## src/rtl/sr_sie_sequencer.sv

```systemverilog
// sr_sie_sequencer: qualifies theta-f0 coherence events with dwell and hysteresis,
// then ramps the SR gain through ARM, RAMP_UP, HOLD, RAMP_DOWN and REFRACTORY.
module sr_sie_sequencer #(
    parameter int WIDTH         = 18,
    parameter int FRAC          = 14,
    parameter int ON_THR        = 12288,
    parameter int OFF_THR       = 8192,
    parameter int DWELL_TICKS   = 40,
    parameter int GAIN_MAX      = 24576,
    parameter int GAIN_STEP     = 64,
    parameter int HOLD_MAX      = 2000,
    parameter int REFRACT_TICKS = 400,
    parameter int CNT_W         = 16
) (
    input  logic                    clk,
    input  logic                    rst_n,
    input  logic                    clk_en,
    input  logic                    enable,
    input  logic signed [WIDTH-1:0] sr_coherence,
    input  logic                    beta_quiet,
    output logic signed [WIDTH-1:0] sr_gain,
    output logic                    sr_amplification,
    output logic                    sie_start,
    output logic                    sie_active,
    output logic [2:0]              sie_state,
    output logic [CNT_W-1:0]        sie_count
);
    typedef enum logic [2:0] {
        IDLE = 3'd0, ARM = 3'd1, RAMP_UP = 3'd2, HOLD = 3'd3, RAMP_DOWN = 3'd4, REFRACTORY = 3'd5
    } state_t;

    localparam int                    UNITY_I = 1 << FRAC;
    localparam logic signed [WIDTH-1:0] ON_T   = ON_THR[WIDTH-1:0];
    localparam logic signed [WIDTH-1:0] OFF_T  = OFF_THR[WIDTH-1:0];
    localparam logic signed [WIDTH-1:0] UNITY  = UNITY_I[WIDTH-1:0];
    localparam logic signed [WIDTH-1:0] GMAX   = GAIN_MAX[WIDTH-1:0];
    localparam logic signed [WIDTH:0]   UNITY_E = UNITY_I[WIDTH:0];
    localparam logic signed [WIDTH:0]   GMAX_E  = GAIN_MAX[WIDTH:0];
    localparam logic signed [WIDTH:0]   STEP_E  = GAIN_STEP[WIDTH:0];
    localparam logic [CNT_W-1:0]        DWELL_C = DWELL_TICKS[CNT_W-1:0];
    localparam logic [CNT_W-1:0]        HOLD_C  = HOLD_MAX[CNT_W-1:0];
    localparam logic [CNT_W-1:0]        REFR_C  = REFRACT_TICKS[CNT_W-1:0];
    localparam logic [CNT_W-1:0]        ONE     = CNT_W'(1);

    state_t                  state, state_n;
    logic signed [WIDTH-1:0] gain_n;
    logic [CNT_W-1:0]        dwell, dwell_n, hold, hold_n, refr, refr_n, count_n;
    logic                    start_n, amp_n, active_n, q, x;
    logic signed [WIDTH:0]   up_sum, dn_sum;

    assign q         = beta_quiet && (sr_coherence > ON_T);
    assign x         = !beta_quiet || (sr_coherence < OFF_T);
    // one extra bit so the step can never wrap before the clamp
    assign up_sum    = {sr_gain[WIDTH-1], sr_gain} + STEP_E;
    assign dn_sum    = {sr_gain[WIDTH-1], sr_gain} - STEP_E;
    assign sie_state = state;

    always_ff @(posedge clk or negedge rst_n) begin
        if (!rst_n) begin
            state            <= IDLE;
            sr_gain          <= UNITY;
            dwell            <= '0;
            hold             <= '0;
            refr             <= '0;
            sie_count        <= '0;
            sie_start        <= 1'b0;
            sr_amplification <= 1'b0;
            sie_active       <= 1'b0;
        end else begin
            state            <= state_n;
            sr_gain          <= gain_n;
            dwell            <= dwell_n;
            hold             <= hold_n;
            refr             <= refr_n;
            sie_count        <= count_n;
            sie_start        <= start_n;
            sr_amplification <= amp_n;
            sie_active       <= active_n;
        end
    end

    always_comb begin
        state_n = state;
        gain_n  = sr_gain;
        dwell_n = dwell;
        hold_n  = hold;
        refr_n  = refr;
        count_n = sie_count;
        start_n = 1'b0;
        if (clk_en) begin
            case (state)
                IDLE: if (enable && q) begin
                    state_n = (DWELL_C == ONE) ? RAMP_UP : ARM;
                    start_n = (DWELL_C == ONE);
                    dwell_n = ONE;
                end
                ARM: if (!q || !enable) begin
                    state_n = IDLE;
                    dwell_n = '0;
                end else begin
                    dwell_n = dwell + ONE;
                    state_n = (dwell + ONE >= DWELL_C) ? RAMP_UP : ARM;
                    start_n = (dwell + ONE >= DWELL_C);
                end
                RAMP_UP: if (x || !enable) begin
                    state_n = RAMP_DOWN;
                end else if (up_sum >= GMAX_E) begin
                    gain_n  = GMAX;
                    state_n = HOLD;
                    hold_n  = '0;
                end else begin
                    gain_n = up_sum[WIDTH-1:0];
                end
                HOLD: begin
                    hold_n  = hold + ONE;
                    state_n = (x || !enable || hold + ONE >= HOLD_C) ? RAMP_DOWN : HOLD;
                end
                RAMP_DOWN: if (dn_sum <= UNITY_E) begin
                    gain_n  = UNITY;
                    state_n = REFRACTORY;
                    refr_n  = '0;
                    count_n = (sie_count == '1) ? sie_count : sie_count + ONE;
                end else begin
                    gain_n = dn_sum[WIDTH-1:0];
                end
                REFRACTORY: begin
                    refr_n  = refr + ONE;
                    state_n = (refr + ONE >= REFR_C) ? IDLE : REFRACTORY;
                end
                default: state_n = IDLE;
            endcase
        end
    end

    always_comb begin
        amp_n    = (state_n == RAMP_UP) || (state_n == HOLD);
        active_n = amp_n || (state_n == RAMP_DOWN);
    end
endmodule

```

## config.mk

```make
export PLATFORM = sky130hd
export DESIGN_NAME = sr_sie_sequencer
export DESIGN_NICKNAME = d
export VERILOG_FILES = /design/src/rtl/sr_sie_sequencer.sv
export SDC_FILE = /design/constraint.sdc
export NUM_CORES = 1
export LEC_CHECK = 0
export BUFFER_PORTS_ARGS = -buffer_cell sky130_fd_sc_hd__buf_2
export CAP_MARGIN = 20
export CORE_MARGIN = 8
export CORE_UTILIZATION = 50
export DETAILED_ROUTE_END_ITERATION = 8
export PLACE_DENSITY_LB_ADDON = 0.12
export RECOVER_POWER = 100
export REMOVE_ABC_BUFFERS = 1
export SLEW_MARGIN = 5
export SYNTH_ARGS = -nofsm -noshare
export SYNTH_HDL_FRONTEND = slang
export SYNTH_SLANG_ARGS = --single-unit
```

## constraint.sdc

```tcl
create_clock -name clk -period 4.5 [get_ports clk]
set_clock_uncertainty 0.2 [all_clocks]
set_input_delay 0.675 -clock clk [delete_from_list [all_inputs] [get_ports clk]]
set_output_delay 0.675 -clock clk [all_outputs]
set_load 0.01 [all_outputs]
```

Yosys cells after proc, flatten, opt, wreduce, memory -nomap -nowiden

Index checks and enable logic that the tools add are counted.

Register bits: 88
Bits in latches: 0
Bits in writable memories: 0
ROM bits: 0
Bits of input ports: 23
Output and inout port bits: 40
Logic and storage cells: 82
Memories kept: 0

$add $sub $neg: 6
Multiply operators: 0
Divide/modulo/power cells: 0
Magnitude comparators: 7
Eq/ne operators: 13
Shift-type cells: 0
Muxes and demuxes: 25
Bitwise operators: 1
Reductions and logical operators: 21

Operators by type and width:

| kind                                                                | count |
|---|---|
| one-hot mux 16 bit (2 select lines)                                 | 3 |
| 2-to-1 mux 16 bit                                                   | 5 |
| adder 16 x 1 -> 16 bit, second input constant                       | 4 |
| 2-to-1 mux 18 bit                                                   | 3 |
| one-hot mux 18 bit (2 select lines)                                 | 1 |
| 2-to-1 mux 3 bit                                                    | 7 |
| adder 18 x 8 -> 19 bit, second input constant                       | 1 |
| greater-or-equal comparator 19 x 16 -> 1 bit, second input constant | 1 |
| less-or-equal comparator 19 x 16 -> 1 bit, second input constant    | 1 |
| subtractor 18 x 8 -> 19 bit, second input constant                  | 1 |
| greater-than comparator 18 x 15 -> 1 bit, second input constant     | 1 |
| less-than comparator 18 x 15 -> 1 bit, second input constant        | 1 |
| one-hot mux 3 bit (6 select lines)                                  | 1 |
| equality test 16 bit, second input constant                         | 1 |
| greater-or-equal comparator 16 x 11 -> 1 bit, second input constant | 1 |
| greater-or-equal comparator 16 x 6 -> 1 bit, second input constant  | 1 |
| greater-or-equal comparator 16 x 9 -> 1 bit, second input constant  | 1 |
| equality test 3 x 2 -> 1 bit, second input constant                 | 4 |
| equality test 3 bit, second input constant                          | 3 |
| AND reduction 3 bit                                                 | 3 |
| inequality test 2 bit, second input constant                        | 4 |
| AND reduction 4 bit                                                 | 2 |
| nonzero test 2 bit                                                  | 4 |
| logical OR 1 bit                                                    | 6 |
| 7 further kinds                                                     | 13 |

Longest topological paths before layout

Gate-level depths: netlist (run 1).

Depth after elaboration: 10
Gate-level depth with buffers: 13
Gate-level depth less buffers: 10

Worst setup path before layout (run 1)

No wires, ideal clock.

Kind: flip-flop to flip-flop
Start: register sr_gain[6]
End: register sie_count[3]
Arrival: 2.840 ns
Data required time: 4.173 ns
Path slack: 1.333 ns
Cell stages (with the launch flop): 14
Path buffers: 3
Clock period less this slack: 3.167 ns
Cells stage by stage: dfrtp_1 clkbuf_1 inv_1 ha_1 clkbuf_1 o21bai_1 a211o_1 a32oi_1 a211oi_1 a211oi_4 o21a_4 buf_8 nand3_2 xnor2_1

Cells in the longest elaborated chain, start to end: 3

Ends and longest elaborated chain:

| what                                      | line | source |
|---|---|---|
| from (decl)                               | 21   | `output logic signed [WIDTH-1:0] sr_gain,` |
| from (signal assigned)                    | 71   | `sr_gain <= gain_n;` |
| subtractor 18 x 8 -> 19 bit               | 55   | `assign dn_sum = {sr_gain[WIDTH-1], sr_gain} - STEP_E;` |
| less-or-equal comparator 19 x 16 -> 1 bit | 118  | `RAMP_DOWN: if (dn_sum <= UNITY_E) begin` |
| AND reduction 4 bit (no source line)      | n/a  |  |
| to (signal assigned)                      | 75   | `sie_count <= count_n;` |
| to (decl)                                 | 26   | `output logic [CNT_W-1:0] sie_count` |

No other way between the ends.
A chain may end at the register's enable or synchronous reset.

Worst setup path after layout (run 1)

Start: register sr_gain[6]
End: register sr_gain[6]

Cells in the longest elaborated chain, start to end: 5
Elaborated cells on any way between the ends: 8

Ends and longest elaborated chain:

| what                                         | line | source |
|---|---|---|
| adder 18 x 8 -> 19 bit                       | 54   | `assign up_sum = {sr_gain[WIDTH-1], sr_gain} + STEP_E;` |
| greater-or-equal comparator 19 x 16 -> 1 bit | 107  | `end else if (up_sum >= GMAX_E) begin` |
| 2-to-1 mux 18 bit                            | 107  |  |
| 2-to-1 mux 18 bit                            | 105  | `RAMP_UP: if (x \|\| !enable) begin` |
| one-hot mux 18 bit (2 select lines) (*)      | 91   | `case (state)` |

Mark *: on every way between the ends. The rest lies on a longest branch, timed or not. The select of a mux whose other input is x is not followed.

==> impl_metrics.toml, run 1 <==
[outcome]
status = "complete, but fails checks"
violations = "max-capacitance violations, max-slew violations"

[power_and_ir_drop]
cell_internal_pwr_w = 0.00126
clockPowerShare = 0.233
cellPowerDensity_nw_per_um2 = 375
pwr-share-comb = 0.325
power.total_w = 0.00217
leakagePower_nw = 2.37
ir_worst_vdd_mv = 0.287
p_switching_w = 0.000917
p_seq_frac = 0.442
swShare = 0.422

[floorplan]
die-area_um2 = 14400
fp-row-count = 38
core_um2 = 10700
die_x_um = 120
dieHeight_um = 120
pin_count = 63
initial_core_util = 0.507

[timing]
finalSetupViolations = 0
hold_viol = 0
slew_violations = 39
min_period_ns = 3.78
relSlewSlack = -0.474
worst_slew_pin_slew_ns = 2.21
post-route-period-util = 0.840
whs_ns = 0.305
setup_tns_ns = 0
rsz0062_at_grt = "false"
fmax_mhz = 265

[job]
drv_cap = 1

[placed_design]
place_area_um2 = 5700
io_buffers = 56
routabilityCongestion = 0.927
hpwl_mm = 9.57

[yosys]
synth_seq_area_share = 0.378
synth.distinct_cells = 79
ys.flop_type = "dfrtp_1"
syn_area_um2 = 5430
syn_area_per_cell_um2 = 8.32
async_flop_share = 1.00
syn_inst = 652
yosysWarnings = 0
synth_seq_cells = 82
synth_edf_count = 0

[critical_path]
crit_type = "flip-flop to flip-flop"
cpMaxStageDelayCell = "o211ai_1"
cp.arrival_ns = 3.83
cp_slowest_stage_delay_ns = 0.94
rrSetupSlack_ns = 0.72
r2r_cells = 9
cpMostUsedCell = "a21oi_1"
path_delay_family = "compound AO/OA/AOI/OAI gates"
critPathMaxFanout = 15
cp.depth = 9
crit_buf_inv = 1
critPathCaptureType = "flip-flop"
worstPathCellList = "inv_1 > ha_1 > o21bai_1 > a211o_1 > a32oi_1 > a21oi_1 > o211ai_1 > a21oi_1 > mux2_2"
cp.required_ns = 4.55
cp-start-kind = "flip-flop"

[route]
postRouteAntennaNets = 0
wl_mm = 13.9
dr.first_iter.drc_count = 351
drtPass1Iterations = 5
vias = 5141
wl_per_cell_um = 16.7
vias_per_cell = 6.20
drc_errors = 0

[min_path]
hold_path_class = "flip-flop to flip-flop"
hold_path_depth = 1

[clocking]
cts_setup_buffers = 0
hold_buffers = 0
cts_root_buffer = "clkbuf_8"
clk_latency_ns = 0.36
cts_tree = "yes"
cts.sinks = 82
cts-buffers-inserted = 9
cts_buffer_depth = 2
cts_max_level = 3
path_clk_slew_ns = 0.09
cts-resized-gates = 0

[layout]
design_area_um2 = 5790
area_growth_pct = 6.78
fillers = 1057
fin_nets = 714
diodes = 0
drive_above_1_share = 0.0813
final_util = 0.542

[grt]
grt_max_degree = 46
antenna_found_initial = 0
gr-usage-all-layers = 0.192
gr-total-overflow = 0
first_global_vias = 4742
grt_pass1_wl_mm = 23.3
cell families after synthesis:
group / after synthesis / share of synthesized area
buffers and inverters: 58 / 0.0510
DFF: 82 / 0.378
and+or+nand+nor: 274 / 0.266
muxes: 6 / 0.0115
adders and majority gates: 7 / 0.0161
xor gates and xnor gates: 24 / 0.0387
other: 1 / 0.000691
AOI/OAI and AO/OA: 200 / 0.237
synthesized netlist by cell type, drive strengths merged, types with 5 or more instances:
master | n | area, µm²
buf | 18 | 126
nand3 | 42 | 245
xor2 | 6 | 52.6
nand2 | 62 | 233
nor3 | 12 | 60.1
a31oi | 17 | 106
o21ai | 82 | 410
or3 | 8 | 55.1
xnor2 | 18 | 158
and3 | 15 | 93.8
and2 | 5 | 31.3
clkbuf | 25 | 93.8
nor2 | 62 | 233
inv | 14 | 52.6
o21a | 5 | 45.0
nor4 | 6 | 37.5
o31ai | 15 | 113
a21oi | 27 | 135
ha | 7 | 87.6
nand4 | 26 | 163
dfrtp | 81 | 2030
nor2b | 8 | 50.1
and4 | 8 | 70.1
flip-flops by register name (all words and copies together), names as in the netlist:
name / count
dwell: 16
hold: 16
refr: 16
sie_active: 1
sie_count: 16
sie_start: 1
sie_state: 3
sr_amplification: 1
sr_gain: 12
worst register-to-register path: stages (launching register included):
cell,delay (ns)
dfrtp_1,0.55
inv_1,0.14
ha_1,0.37
o21bai_1,0.22
a211o_1,0.31
a32oi_1,0.28
a21oi_1,0.12
o211ai_1,0.94
a21oi_1,0.23
mux2_2,0.32
power groups by stage:
stage	registers (W)	clock network, W	logic, W
finish	0.000961	0.000506	0.000706
global placement	0.000966	0	0.000719
floorplan	0.000958	0	0.000476
detailed placement	0.000973	0	0.000729
global route	0.000981	0.000555	0.000783
CTS	0.000958	0.000527	0.000733
path summary, 6_finish.rpt:
path	from	end
worst max-delay path	sr_gain[6]$_DFFE_PN0P_	sr_gain[6]$_DFFE_PN0P_
worst min-delay path	hold[15]$_DFFE_PN0P_	hold[15]$_DFFE_PN0P_
worst max register to register	sr_gain[6]$_DFFE_PN0P_	sr_gain[6]$_DFFE_PN0P_
worst min register to register	hold[15]$_DFFE_PN0P_	hold[15]$_DFFE_PN0P_
max in group asynchronous	rst_n	sie_count[5]$_DFFE_PN0P_
min in group asynchronous	rst_n	dwell[7]$_DFFE_PN0P_
cell usage in the layout, fill, tap and decap left out, types with 4 or more instances in the layout:
cell       n
or3_1      8
nor2b_1    8
clkbuf_1  35
o21bai_1   4
inv_1     14
o221ai_1   4
o31ai_1   15
xnor2_1   18
nand3_1   39
clkbuf_8   9
dfrtp_1   81
ha_1       7
mux2i_1    4
and4_1     8
o21a_1     5
nor2_1    62
a21oi_1   27
nand2_1   62
xor2_1     6
o41ai_1    4
buf_2     22
o211ai_1   4
nand4_1   26
and2_1     5
nor3_1    12
and3_1    15
o22ai_1    4
conb_1     6
nor4_1     6
o21ai_0   82
a31oi_1   17
final cells by class:
type,instances,area [µm²],share of cell area
clock buffer,9,124,0.0214
sequential,82,2050,0.354
inverter,15,56.3,0.00972
multi-input combinational,517,3080,0.531
clock inverter,7,53.8,0.00929
timing repair buffer,59,254,0.0438
tap,140,175,0.0302
metrics by stage:
stage	worst slack, ns	instances
2_1_floorplan	1.45	614
3_3_place_gp	1.17	813
3_5_place_dp	0.986	813
4_1_cts	0.967	829
5_1_grt	0.501	829
6_report	0.722	829
routing by layer:
metal	wire, µm	GRT usage	vias to the layer above
met5	0	0	-
met4	195	0.0749	0
met3	723	0.0343	16
met2	6610	0.302	143
met1	6340	0.259	2497
li1	-	-	2485
No activity file was read; power rests on OpenSTA's default activity.
==> run 2: changes to the inputs <==
Clock period 4.5 ns to 3.8 ns, I/O delays scaled along.
==> run 2 against run 1 <==
  * The flow now finishes without violations
  * Critical path depth rose by 2
  * Fmax rose by 8.6%
  * Core utilization rose by 0.63 points
  * Global-route usage fell by 0.40 points
  * Clock power rose by 41%
  * Sequential power rose by 17%
  * Largest cell class unchanged
==> impl_metrics.toml, run 2 (same netlist as run 1, synthesis figures left out) <==
[outcome]
status = "completed"

[floorplan]
initial_core_util = 0.507
die-area_um2 = 14400
core_um2 = 10700
fp-row-count = 38
pin_count = 63
die_x_um = 120
dieHeight_um = 120

[grt]
grt_max_degree = 60
grt_pass1_wl_mm = 22.9
first_global_vias = 4781
gr-usage-all-layers = 0.188
antenna_found_initial = 0
gr-total-overflow = 0

[critical_path]
critPathMaxFanout = 13
r2r_cells = 11
cp-start-kind = "flip-flop"
critPathCaptureType = "flip-flop"
r2r-end = "refr[9]$_DFFE_PN0P_"
crit_type = "flip-flop to flip-flop"
cp.arrival_ns = 3.53
reg2reg_from = "sr_gain[6]$_DFFE_PN0P_"
cp.required_ns = 3.85
rrSetupSlack_ns = 0.32

[min_path]
hold_path_class = "flip-flop to flip-flop"
hold_path_depth = 1
holdPathEnd = "sie_count[5]$_DFFE_PN0P_"
worstHoldStart = "sie_count[5]$_DFFE_PN0P_"

[timing]
fmax_mhz = 287
slew_violations = 0
worst_slew_pin_slew_ns = 1.46
rsz0062_at_grt = "false"
finalSetupViolations = 0
setup_tns_ns = 0
min_period_ns = 3.48
relSlewSlack = 0.0277
hold_viol = 0
post-route-period-util = 0.916

[clocking]
cts_buffer_depth = 2
cts_root_buffer = "clkbuf_8"
cts-buffers-inserted = 9
cts-resized-gates = 0
cts.sinks = 82
cts_setup_buffers = 0
path_clk_slew_ns = 0.08
clk_latency_ns = 0.36
hold_buffers = 0
cts_tree = "yes"
cts_max_level = 3

[route]
vias = 5148
wl_per_cell_um = 16.5
vias_per_cell = 6.17
wl_mm = 13.7
drtPass1Iterations = 5
dr.first_iter.drc_count = 372
drc_errors = 0
postRouteAntennaNets = 0

[layout]
fin_nets = 720
fillers = 1055
drive_above_1_share = 0.0849
seqCellArea_um2 = 2050
layout_commonest_cell = "o21ai_0"
diodes = 0
area_growth_pct = 8.03
layout_common_cells = "82 x o21ai_0, 81 x dfrtp_1, 62 x nand2_1, 62 x nor2_1, 41 x nand3_1"
instances_no_fill = 835
multiInputGateArea_um2 = 3070

[job]
drv_cap = 0

[placed_design]
hpwl_mm = 9.63
io_buffers = 56
routabilityCongestion = 0.928
dpl.cell_count = 819

[power_and_ir_drop]
power.total_w = 0.00269
leakagePower_nw = 2.43
ir_worst_vdd_mv = 0.345
cellPowerDensity_nw_per_um2 = 460
## run 2: cell count changes in the layout (fill, tap and decap cells not counted), moves of 2 or more
cell	change
buf_4	+2
bufinv_16	+2
clkbuf_1	+3
clkinv_2	+3
nand3_2	-2
inv_6	-2
clkinvlp_4	-3
nand3_1	+2
## run 2: layer usage
layer | global-route usage | part of all wire | vias to the layer above
met2 | 0.305 | 0.46 | 162
met4 | 0.0726 | 0.016 | 0
met1 | 0.249 | 0.46 | 2471
li1 | - | - | 2494
met3 | 0.0287 | 0.060 | 21
met5 | 0 | 0 | -
## run 2: worst max-delay path by stage
| stage | startpoint | endpoint | cells past startpoint |
|---|---|---|---|
| 6_report | sr_gain[6]$_DFFE_PN0P_ | refr[9]$_DFFE_PN0P_ | 11 |
| 5_1_grt | sr_gain[7]$_DFFE_PN0P_ | refr[9]$_DFFE_PN0P_ | 11 |
| 4_1_cts | refr[0]$_DFFE_PN0P_ | sie_active$_DFF_PN0_ | 10 |
| 3_5_place_dp | refr[0]$_DFFE_PN0P_ | sie_active$_DFF_PN0_ | 10 |
| 3_3_place_gp | refr[0]$_DFFE_PN0P_ | sie_active$_DFF_PN0_ | 10 |
| 2_1_floorplan | sr_gain[6]$_DFFE_PN0P_ | sie_count[1]$_DFFE_PN0P_ | 9 |
## run 2: report_power, final
group / switching, W / total, W / internal [W]
Sequential: 0.000167 / 0.00112 / 0.000954
Combinational: 0.000562 / 0.000862 / 0.000300
Clock: 0.000328 / 0.000712 / 0.000384
## run 2: final cells by class
| cell class | instances | share of cell area |
|---|---|---|
| repair buffers | 65 | 0.0487 |
| well taps | 140 | 0.0299 |
| multi-input cells | 517 | 0.524 |
| clock inverters | 6 | 0.0137 |
| inverters | 15 | 0.00961 |
| flip-flops and latches | 82 | 0.350 |
| clock buffers | 10 | 0.0235 |
## run 2: worst max-delay path, cell delays in order (launching register included)
cell      delay, ns
dfrtp_1        0.51
inv_1          0.17
ha_1           0.44
inv_1          0.10
or3_1          0.46
mux2i_1        0.17
a211oi_1       0.41
a211oi_4       0.10
nor2_1         0.28
clkbuf_1       0.32
o21ai_0        0.14
o31ai_1        0.09
## run 2: per-stage QoR
stage / hold WS [ns] / setup WS (ns) / instance area (µm²) / util
after floorplan: 0.0744 / 0.752 / 5220 / -
after global placement: 0.271 / 0.558 / 5750 / 0.537
after detailed placement: 0.279 / 0.453 / 5750 / 0.537
after CTS: 0.109 / 0.409 / 5970 / 0.558
after global routing: 0.323 / 0.104 / 5860 / 0.548
final: 0.289 / 0.319 / 5860 / 0.548
==> run 3: changes to the inputs <==
Settings changed: ABC_AREA set to 1, CORE_UTILIZATION 50 to 59.
==> run 3 against run 2 <==
  * The run now ends with max-capacitance violations, max-slew violations left
  * Fmax grew 12%
  * Synthesized cell count grew 21%
  * Flip-flop and latch count is the same
  * Total power grew 12%
  * Largest cell class unchanged
  * Highest routed layer unchanged
  * Setup slack gained 0.37 ns
  * Routed wire length shrank 0.42%
  * Critical path type unchanged
  * Critical path depth grew 3
  * Final cell count grew 15%
  * Count of clock-buffer cells in the layout shrank 1
  * Non-clock buffer count shrank 6
  * Clock power shrank 12%
  * Core utilization grew 10 points
==> impl_metrics.toml, run 3 <==
[outcome]
status = "complete, but fails checks"
violations = "max-capacitance violations, max-slew violations"

[critical_path]
reg2reg_from = "sr_gain[7]$_DFFE_PN0P_"
crit_type = "flip-flop to flip-flop"
critPathCaptureType = "flip-flop"
endpoint = "sie_count[6]$_DFFE_PN0P_"
rrSetupSlack_ns = 0.69
startpoint = "sr_gain[7]$_DFFE_PN0P_"
cp.required_ns = 3.84
cp-start-kind = "flip-flop"
r2r-end = "sie_count[6]$_DFFE_PN0P_"
cp.arrival_ns = 3.14
r2r_cells = 14
critPathMaxFanout = 9

[layout]
final_util = 0.649
fillers = 857
layout_commonest_cell = "nand2_1"
seqCellArea_um2 = 2050
fin_nets = 878
diodes = 0
drive_above_1_share = 0.0762
layout_common_cells = "224 x nand2_1, 103 x nor2_1, 95 x inv_1"
instances_no_fill = 964
area_growth_pct = 7.79
multiInputGateArea_um2 = 2950

[clocking]
cts_tree = "yes"
cts_buffer_depth = 2
cts.sinks = 82
cts-resized-gates = 0
cts_max_level = 3
path_clk_slew_ns = 0.10
cts_root_buffer = "clkbuf_8"
hold_buffers = 0
clk_latency_ns = 0.37
cts_setup_buffers = 0
cts-buffers-inserted = 9

[timing]
rsz0062_at_grt = "false"
relSlewSlack = -0.793
finalSetupViolations = 0
worst_slew_pin_slew_ns = 2.69
hold_viol = 0
min_period_ns = 3.11
post-route-period-util = 0.818
slew_violations = 47
setup_tns_ns = 0
fmax_mhz = 322

[job]
drv_cap = 1

[grt]
grt_max_degree = 47
first_global_vias = 5129
grt_pass1_wl_mm = 23.1
gr-usage-all-layers = 0.217
antenna_found_initial = 0
gr-total-overflow = 0

[power_and_ir_drop]
ir_worst_vdd_mv = 0.216
leakagePower_nw = 2.91
cellPowerDensity_nw_per_um2 = 503

[yosys]
synth_top_area_frac = 0.366
synth.most_common_cell = "nand2_1"
synth_seq_cells = 82
yosysWarnings = 0
synth_edf_count = 0
netlist_top_cells_area = "dfrtp_1 37%, nand2_1 15%, nor2_1 6.5%"
syn_area_um2 = 5540
syn_inst = 789
ys.flop_type = "dfrtp_1"
synth.distinct_cells = 46
synth_top_area_cell = "dfrtp_1"
synth_seq_area_share = 0.371
syn_area_per_cell_um2 = 7.02
yosys-top-cells-count = "223 x nand2_1, 96 x nor2_1, 92 x inv_1"
async_flop_share = 1.00

[route]
dr.first_iter.drc_count = 421
postRouteAntennaNets = 0
drtPass1Iterations = 5
drc_errors = 0
vias_per_cell = 5.55
wl_mm = 13.7
wl_per_cell_um = 14.2
vias = 5346

[floorplan]
die_x_um = 113
fp-row-count = 35
die-area_um2 = 12700
initial_core_util = 0.602
dieHeight_um = 113
core_um2 = 9200
pin_count = 63

[min_path]
hold_path_class = "flip-flop to flip-flop"
worstHoldStart = "sie_count[3]$_DFFE_PN0P_"

[placed_design]
hpwl_mm = 10.3
routabilityCongestion = 0.897
io_buffers = 56
dpl.cell_count = 948
## run 3: cell types whose count changed after synthesis, moves of 14 or more
cell,change
and3_1,-15
clkbuf_1,-21
inv_1,+78
nand2_1,+161
nand3_1,+28
nor2_1,+34
o21ai_0,-36
xnor2_1,-14
xor2_1,+14
## run 3: power breakdown
part	internal (W)	total, W	switching [W]
sequential	0.00106	0.00133	0.000277
combinational	0.000359	0.00104	0.000683
clock	0.000255	0.000629	0.000374
## run 3: worst min-delay path by stage
| stage | slack (ns) | depth (start not counted) | endpoint |
|---|---|---|---|
| after CTS | 0.03 | 1 | sr_gain[13]$_DFFE_PN0P_ |
| after global routing | 0.33 | 1 | sie_count[3]$_DFFE_PN0P_ |
| final | 0.30 | 1 | sie_count[3]$_DFFE_PN0P_ |
| after detailed placement | 0.28 | 1 | sie_count[3]$_DFFE_PN0P_ |
| after floorplan | 0.07 | 0 | dwell[0]$_DFFE_PN0P_ |
| after global placement | 0.29 | 1 | sie_count[3]$_DFFE_PN0P_ |
## run 3: area by class of cell
type                       instances  share of cell area
clock inverter                     7              0.0117
multi-input combinational        596               0.494
tap                              111              0.0233
sequential                        82               0.344
timing repair buffer              59              0.0428
clock buffer                       9              0.0208
inverter                         100              0.0631
## run 3: routing by layer
layer | vias to the layer above | wire length, µm | GRT usage
met3 | 14 | 700 | 0.0399
met2 | 159 | 6760 | 0.379
li1 | 2691 | - | -
met4 | 0 | 144 | 0.0595
met1 | 2482 | 6080 | 0.268
met5 | - | 0 | 0
## run 3: critical path: stages, from the launching register on
cell      delay, ns
dfrtp_1        0.51
inv_1          0.16
ha_1           0.27
inv_1          0.06
nor2_1         0.23
nand4_1        0.19
xor2_1         0.23
nand2_1        0.08
nand2_1        0.09
nand2_4        0.07
nand3_1        0.31
clkinv_2       0.22
nand2_1        0.16
nor2_1         0.07
xor2_1         0.15
## run 3: metrics by stage
stage	hold WS, ns	setup slack [ns]	power [W]	instance area (µm²)
floorplan	0.0744	1.34	0.00209	5440
global placement	0.290	1.02	0.00239	5880
detailed placement	0.282	0.999	0.00242	5880
CTS	0.0272	1.00	0.00306	6070
global route	0.331	0.398	0.00325	5970
finish	0.297	0.692	0.00301	5970
## run 3: logic make-up after synthesis
family                   share of synthesized area
AND/OR/NAND/NOR                              0.365
flip-flops                                   0.371
buffers and inverters                       0.0897
other                                     0.000677
adder cells (fa/ha/maj)                     0.0158
AO/OA/AOI/OAI                                0.120
XOR/XNOR                                    0.0380
